==> src/rtl/riscv_idu_ctrl.sv <==
// Decode-stage sequencer: in-order packet queue between IFU and IDU with
// valid/ready on both sides, redirect flush and halt/drain control.
module riscv_idu_ctrl #(
  parameter int DEPTH  = 4,
  parameter int DATA_W = 64
) (
  input  logic                       clock,
  input  logic                       reset,
  input  logic                       ifu_vld,
  output logic                       ifu_rdy,
  input  logic [DATA_W-1:0]          ifu_data,
  output logic                       idu_vld,
  input  logic                       idu_rdy,
  output logic [DATA_W-1:0]          idu_data,
  input  logic                       flush,
  input  logic                       halt_req,
  output logic                       halted,
  output logic [$clog2(DEPTH):0]     occupancy
);

  localparam int AW = $clog2(DEPTH);
  localparam int CW = AW + 1;

  typedef enum logic [1:0] {RUN, FLUSH, DRAIN, HALT} state_t;

  state_t              r_state;
  logic [CW-1:0]       r_count;
  logic [AW-1:0]       r_wr_ptr;
  logic [AW-1:0]       r_rd_ptr;
  logic [DATA_W-1:0]   r_mem [DEPTH];

  logic w_push;
  logic w_pop;

  // Intake depends only on registered state, never on idu_rdy.
  assign ifu_rdy   = (r_state == RUN) && (r_count < CW'(DEPTH)) && !reset;
  assign idu_vld   = (r_count != '0) && (r_state != FLUSH) && !reset;
  assign idu_data  = r_mem[r_rd_ptr];
  assign halted    = (r_state == HALT) && !reset;
  assign occupancy = reset ? '0 : r_count;

  assign w_push = ifu_vld && ifu_rdy;
  assign w_pop  = idu_vld && idu_rdy;

  // NOTE: storage has no reset; validity is tracked by r_count alone.
  always_ff @(posedge clock) begin
    if (w_push && !flush) begin
      r_mem[r_wr_ptr] <= ifu_data;
    end
  end

  always_ff @(posedge clock) begin
    if (reset) begin
      r_state  <= RUN;
      r_count  <= '0;
      r_wr_ptr <= '0;
      r_rd_ptr <= '0;
    end else if (flush) begin
      // Redirect wins over everything; any handshake this cycle is dropped.
      r_state  <= FLUSH;
      r_count  <= '0;
      r_wr_ptr <= '0;
      r_rd_ptr <= '0;
    end else begin
      if (w_push) r_wr_ptr <= r_wr_ptr + AW'(1);
      if (w_pop)  r_rd_ptr <= r_rd_ptr + AW'(1);
      if (w_push && !w_pop)      r_count <= r_count + CW'(1);
      else if (w_pop && !w_push) r_count <= r_count - CW'(1);

      unique case (r_state)
        RUN:   if (halt_req) r_state <= DRAIN;
        FLUSH: r_state <= halt_req ? DRAIN : RUN;
        DRAIN: begin
          if (!halt_req)
            r_state <= RUN;
          else if ((r_count == '0) || ((r_count == CW'(1)) && w_pop))
            r_state <= HALT;
        end
        HALT:  if (!halt_req) r_state <= RUN;
        default: r_state <= RUN;
      endcase
    end
  end

endmodule

==> config.mk <==
export PLATFORM = sky130hd
export DESIGN_NAME = riscv_idu_ctrl
export DESIGN_NICKNAME = d
export VERILOG_FILES = /design/src/rtl/riscv_idu_ctrl.sv
export SDC_FILE = /design/constraint.sdc
export NUM_CORES = 1
export LEC_CHECK = 0
export ABC_AREA = 0
export ABC_CLOCK_PERIOD_IN_PS = 4800
export CAP_MARGIN = 25
export CORE_MARGIN = 4
export CORE_UTILIZATION = 49
export CTS_CLUSTER_DIAMETER = 50
export DETAILED_ROUTE_END_ITERATION = 8
export PLACE_DENSITY_LB_ADDON = 0.3
export SYNTH_ARGS = -nofsm -noshare
export SYNTH_HDL_FRONTEND = slang
export SYNTH_SLANG_ARGS = --single-unit
==> constraint.sdc <==
create_clock -name clock -period 4.8 [get_ports clock]
set_clock_uncertainty 0.1 [all_clocks]
set_input_delay 1.2 -clock clock [delete_from_list [all_inputs] [get_ports clock]]
set_output_delay 1.2 -clock clock [all_outputs]
set_load 0.05 [all_outputs]
* Word level (Yosys, flattened, before mapping)
Memories as Yosys holds them, arrays and structs flattened. A register that Yosys moved wholly into a read port is not among the register bits.
Cells that the tools add are included.
** Word-level totals
- Bits in registers :: 9
- Bits in writable memories :: 256
- Input port bits :: 70
- Output and inout port bits :: 70
- Logic and storage cells :: 59
- Memories kept :: 1
** Operators by class
- Add/subtract/negate cells :: 4
- Order comparisons :: 1
- Eq/ne operators :: 11
- Muxes and demuxes :: 14
- Reduce and logical (&&, ||, !) cells :: 23
** Memory list
- r_mem :: words 4, width 64, rd ports 1, clocked after Yosys merged registers in 1, write ports 1, RTL line 30 : logic [DATA_W-1:0] r_mem [DEPTH];
** Operators by type and width (count)
- $mux 2 :: 7
- $logic_and 1x1->1 :: 11
- $mux 3 :: 3
- $ne 3x3->1 const B :: 3
- $pmux 2 s4 :: 1
- $reduce_and 3->1 :: 2
- $add 2x1->2 const B :: 2
- $eq 2x2->1 const B :: 2
- $logic_not 1->1 :: 4
- $ne 2x2->1 const B :: 2
- $ne 4x4->1 const B :: 1
- $add 3x1->3 const B :: 1
- $eq 3x1->1 const B :: 1
- $logic_not 3->1 :: 1
- $lt 3x3->1 const B :: 1
- $mux 1 :: 3
- $reduce_bool 3->1 :: 1
- $sub 3x1->3 const B :: 1
- $eq 2x1->1 const B :: 1
- $logic_not 2->1 :: 1
- $ne 2x1->1 const B :: 1
- $reduce_bool 2->1 :: 1
- $reduce_or 2->1 :: 1
- $logic_or 1x1->1 :: 1

* Depth between registers and ports, before layout
- Depth in word-level cells :: 10
- Gate-level depth with buffers :: 9
- Mapped depth without buffers :: 9

* Worst setup path after synthesis
No wires, ideal clock.
- Kind :: in2reg
- Start point :: in reset
- End point :: mem r_mem[0][0], enable pin
- Setup time :: 0.475 ns
- Data arrival time :: 4.620 ns
- Data required time :: 4.225 ns
- Slack :: -0.395 ns
- Stages :: 5
- Path buffers :: 1
- Cell sequence :: buf_2 or4_4 clkinv_2 nand2_4 nor3b_2
** Between the ends
- Longest elaborated chain between the ends :: 6
** Ends and longest elaborated chain
- start, declared :: RTL line 8 : input logic reset,
- $logic_not 1->1 :: RTL line 36 : assign ifu_rdy = (r_state == RUN) && (r_count < CW'(DEPTH)) && !reset;
- $logic_and 1x1->1 :: RTL line 36
- net ifu_rdy :: RTL line 10 : output logic ifu_rdy,
- $logic_and 1x1->1 :: RTL line 42 : assign w_push = ifu_vld && ifu_rdy;
- $logic_and 1x1->1 :: RTL line 47 : if (w_push && !flush) begin
- $mux 1 :: RTL line 47
- $mux 1 (not written as such) :: RTL line 48 : r_mem[r_wr_ptr] <= ifu_data;
- end, declared :: RTL line 30
The timed path passes the listed nets, and every way through them passes these cells.

* Worst setup path in the final report
- Start point :: in reset
- End point :: out idu_vld
** Between the ends
- Longest elaborated chain between the ends :: 2
** Ends and longest elaborated chain
- $logic_not 1->1 :: RTL line 37 : assign idu_vld = (r_count != '0) && (r_state != FLUSH) && !reset;
- $logic_and 1x1->1 :: RTL line 37
- end, declared :: RTL line 12 : output logic idu_vld,
Every way passes these cells.

==> key figures <==
Timing
  • Worst slew margin: 34.2%
  • Hold slack: 0.403 ns
  • Max Slew Vio Count: 0
  • RSZ-0062 raised after global routing: false
  • Tmin final: 4.31 ns
  • Fin. Hold Viols: 0
  • Total negative slack: 0 ns
  • Setup violations, final: 0
  • Worst slew pin tran: 0.986 ns
  • Fin crit share: 89.8%
  • Top achievable clock speed: 232 MHz

Cells and area
  • Non-filler cells, final: 866
  • Fin nets: 659
  • Fill cells: 1404
  • Share of cells above drive strength 1: 21.5%
  • Area of the multi-input gates: 0.00189 mm2
  • Finished Core Util: 63.7%
  • # diodes: 0
  • FF/Latch Area: 0.00792 mm2
  • Area Overhead vs Synth: 26.6%

Clock tree
  • Htree depth: 1
  • Clock Sinks: 267
  • Setup bufs post-CTS: 0
  • Clk_lat worst skew: 0.52 ns
  • CTS Buf Count: 28
  • Clock Tree Root: clkbuf_16
  • CTS tree: done
  • Post-CTS sizing: 0
  • Reg clk slew, reported paths: 0.06 ns
  • Hold_buf cts: 0
  • CTS Buffer Depth: 3

Min path
  • Hold Crit Class: register to register
  • Hold Path Depth: 2
  • Hold Crit Start: r_rd_ptr[0]

Placement
  • Post-detail-place hpwl: 10800 um
  • GPL Wtd Cong: 0.759
  • Placed cell count: 815
  • Port bufs: 139

Floorplanning
  • # IOs: 140
  • Die area: 0.0225 mm2
  • Core Rows: 51
  • DIE HEIGHT: 150 um
  • Initial Utilization: 50.4%
  • Core region area: 0.0197 mm2
  • Chip width: 150 um

Outcome
  • Status: finished clean

Routing
  • DR pass1 iterations: 4
  • Final antenna-violating net count: 0
  • Routed vias: 4615
  • Avg WL per Cell: 20.3 um
  • Final wirelength: 17600 um
  • Drt initial violations: 247
  • DRC errors left: 0
  • Vias per cell: 5.33

Pwr
  • Static leakage: 3.98 nW
  • PD cells: 381 mW/mm2
  • Worst VDD drop: 0.284 mV
  • Total power draw: 4.78 mW

Synthesis
  • Flip-flop and latch count after synthesis: 267
  • Post-synthesis sequential area ratio: 79.9%
  • Syn Nets: 492
  • Syn Inst Count: 413
  • Post-Syn Area: 0.00990 mm2
  • Synth cell types: 33
  • Ys Warns: 0
  • Synthesized area per cell: 24.0 um2

Global route
  • Global-route wire length before repair: 27900 um
  • GRT Total Usage: 16.1%
  • Initial antenna violation count: 0
  • Largest net degree at the start of global routing: 65
  • Gr ovfl total: 0
  • Number of global-route vias before repair: 5056

Critical path
  • Crit path max fanout: 10
  • Critical path origin: reset
  • Reg2Reg Depth: 5
  • Setup Crit Path Kind: input port to output port
  • Worst R2R Start: r_count[2]
  • CP arrival: 3.01 ns
  • Worst setup EP type: output port
  • Worst Setup Start Kind: input port
  • Worst Path Required: 3.50 ns

Run
  • Max-capacitance violation count: 0
cells in the final DEF (no fill, tap or decap), types with 3 or more instances in the layout:
cell type,count
nor2_1,10
clkbuf_1,7
inv_1,8
clkinv_2,5
and2_1,3
clkinv_1,6
ha_1,9
clkinvlp_4,3
mux4_2,64
mux2i_1,3
nor3b_4,4
buf_4,16
a21oi_1,4
nand2_1,3
clkdlybuf4s50_1,138
edfxtp_1,256
nand3_1,3
dfxtp_1,9
clkbuf_16,29
where the power goes:
part | switching, mW | internal [mW]
clock | 0.800 | 1.16
sequential | 0.00763 | 2.57
combinational | 0.136 | 0.109
flip-flops by register name, indices dropped and copies added (netlist names), named ones only:
register  cells
r_count       3
r_mem       256
r_rd_ptr      2
r_state       2
r_wr_ptr      2
layout make-up:
class	count	share of cell area (%)
tap	265	2.65
timing repair buffer	154	12.0
inverter	9	0.280
sequential	267	63.2
clock inverter	15	0.829
clock buffer	36	6.00
multi-input combinational	120	15.1
stage by stage:
stage / worst slack [ns] / cell area, um2
6_report: 0.490 / 12500
5_1_grt: 0.355 / 12500
4_1_cts: 0.453 / 12500
3_5_place_dp: 0.507 / 11700
3_3_place_gp: 0.561 / 11700
2_1_floorplan: -0.395 / 9900
synthesized netlist by cell type, drive strengths merged:
library cell | number | area [um2]
edfxtp | 256 | 7690
mux4 | 64 | 1440
buf | 15 | 82.6
dfxtp | 11 | 220
nor2 | 10 | 37.5
ha | 9 | 113
inv | 8 | 30.0
a21oi | 4 | 20.0
nand2 | 4 | 22.5
nor3b | 4 | 50.1
and2 | 3 | 18.8
mux2i | 3 | 30.0
nand3 | 3 | 15.0
clkbuf | 2 | 8.75
nand4 | 2 | 12.5
o21ai | 2 | 10.0
a211oi | 1 | 7.51
a31oi | 1 | 6.26
and2b | 1 | 7.51
clkinv | 1 | 5.00
mux2 | 1 | 11.3
nand2b | 1 | 6.26
nor3 | 1 | 5.00
o32ai | 1 | 8.76
or2 | 1 | 6.26
or3 | 1 | 6.26
or4 | 1 | 11.3
xnor2 | 1 | 8.76
xor2 | 1 | 8.76
per-layer routing:
metal	GRT usage (%)	vias up	part of all wire (%)
met5	0	-	0
met4	3.89	0	1.7
met3	4.27	25	7.4
met2	27.0	134	50
met1	21.4	2389	41
li1	-	2067	-
critical path: stages:
cell,delay [ns]
clkdlybuf4s50_1,0.56
nor2_1,0.27
and2_1,0.17
clkdlybuf4s50_1,0.80
cells by family after synthesis:
group / after synthesis / share of synthesized area, %
AO/OA/AOI/OAI: 9 / 0.531
XOR/XNOR: 2 / 0.177
adder cells (fa/ha/maj): 9 / 1.14
buffers and inverters: 26 / 1.28
flip-flops: 267 / 79.9
multiplexers: 68 / 15.0
AND/OR/NAND/NOR: 32 / 2.01
worst paths after layout:
path,end,slack (ns)
max,idu_vld,0.49
min,register,0.40
max reg2reg,r_mem[1][19],2.35
min reg2reg,register,0.40
Note: power is estimated with default switching activity, not from simulation.
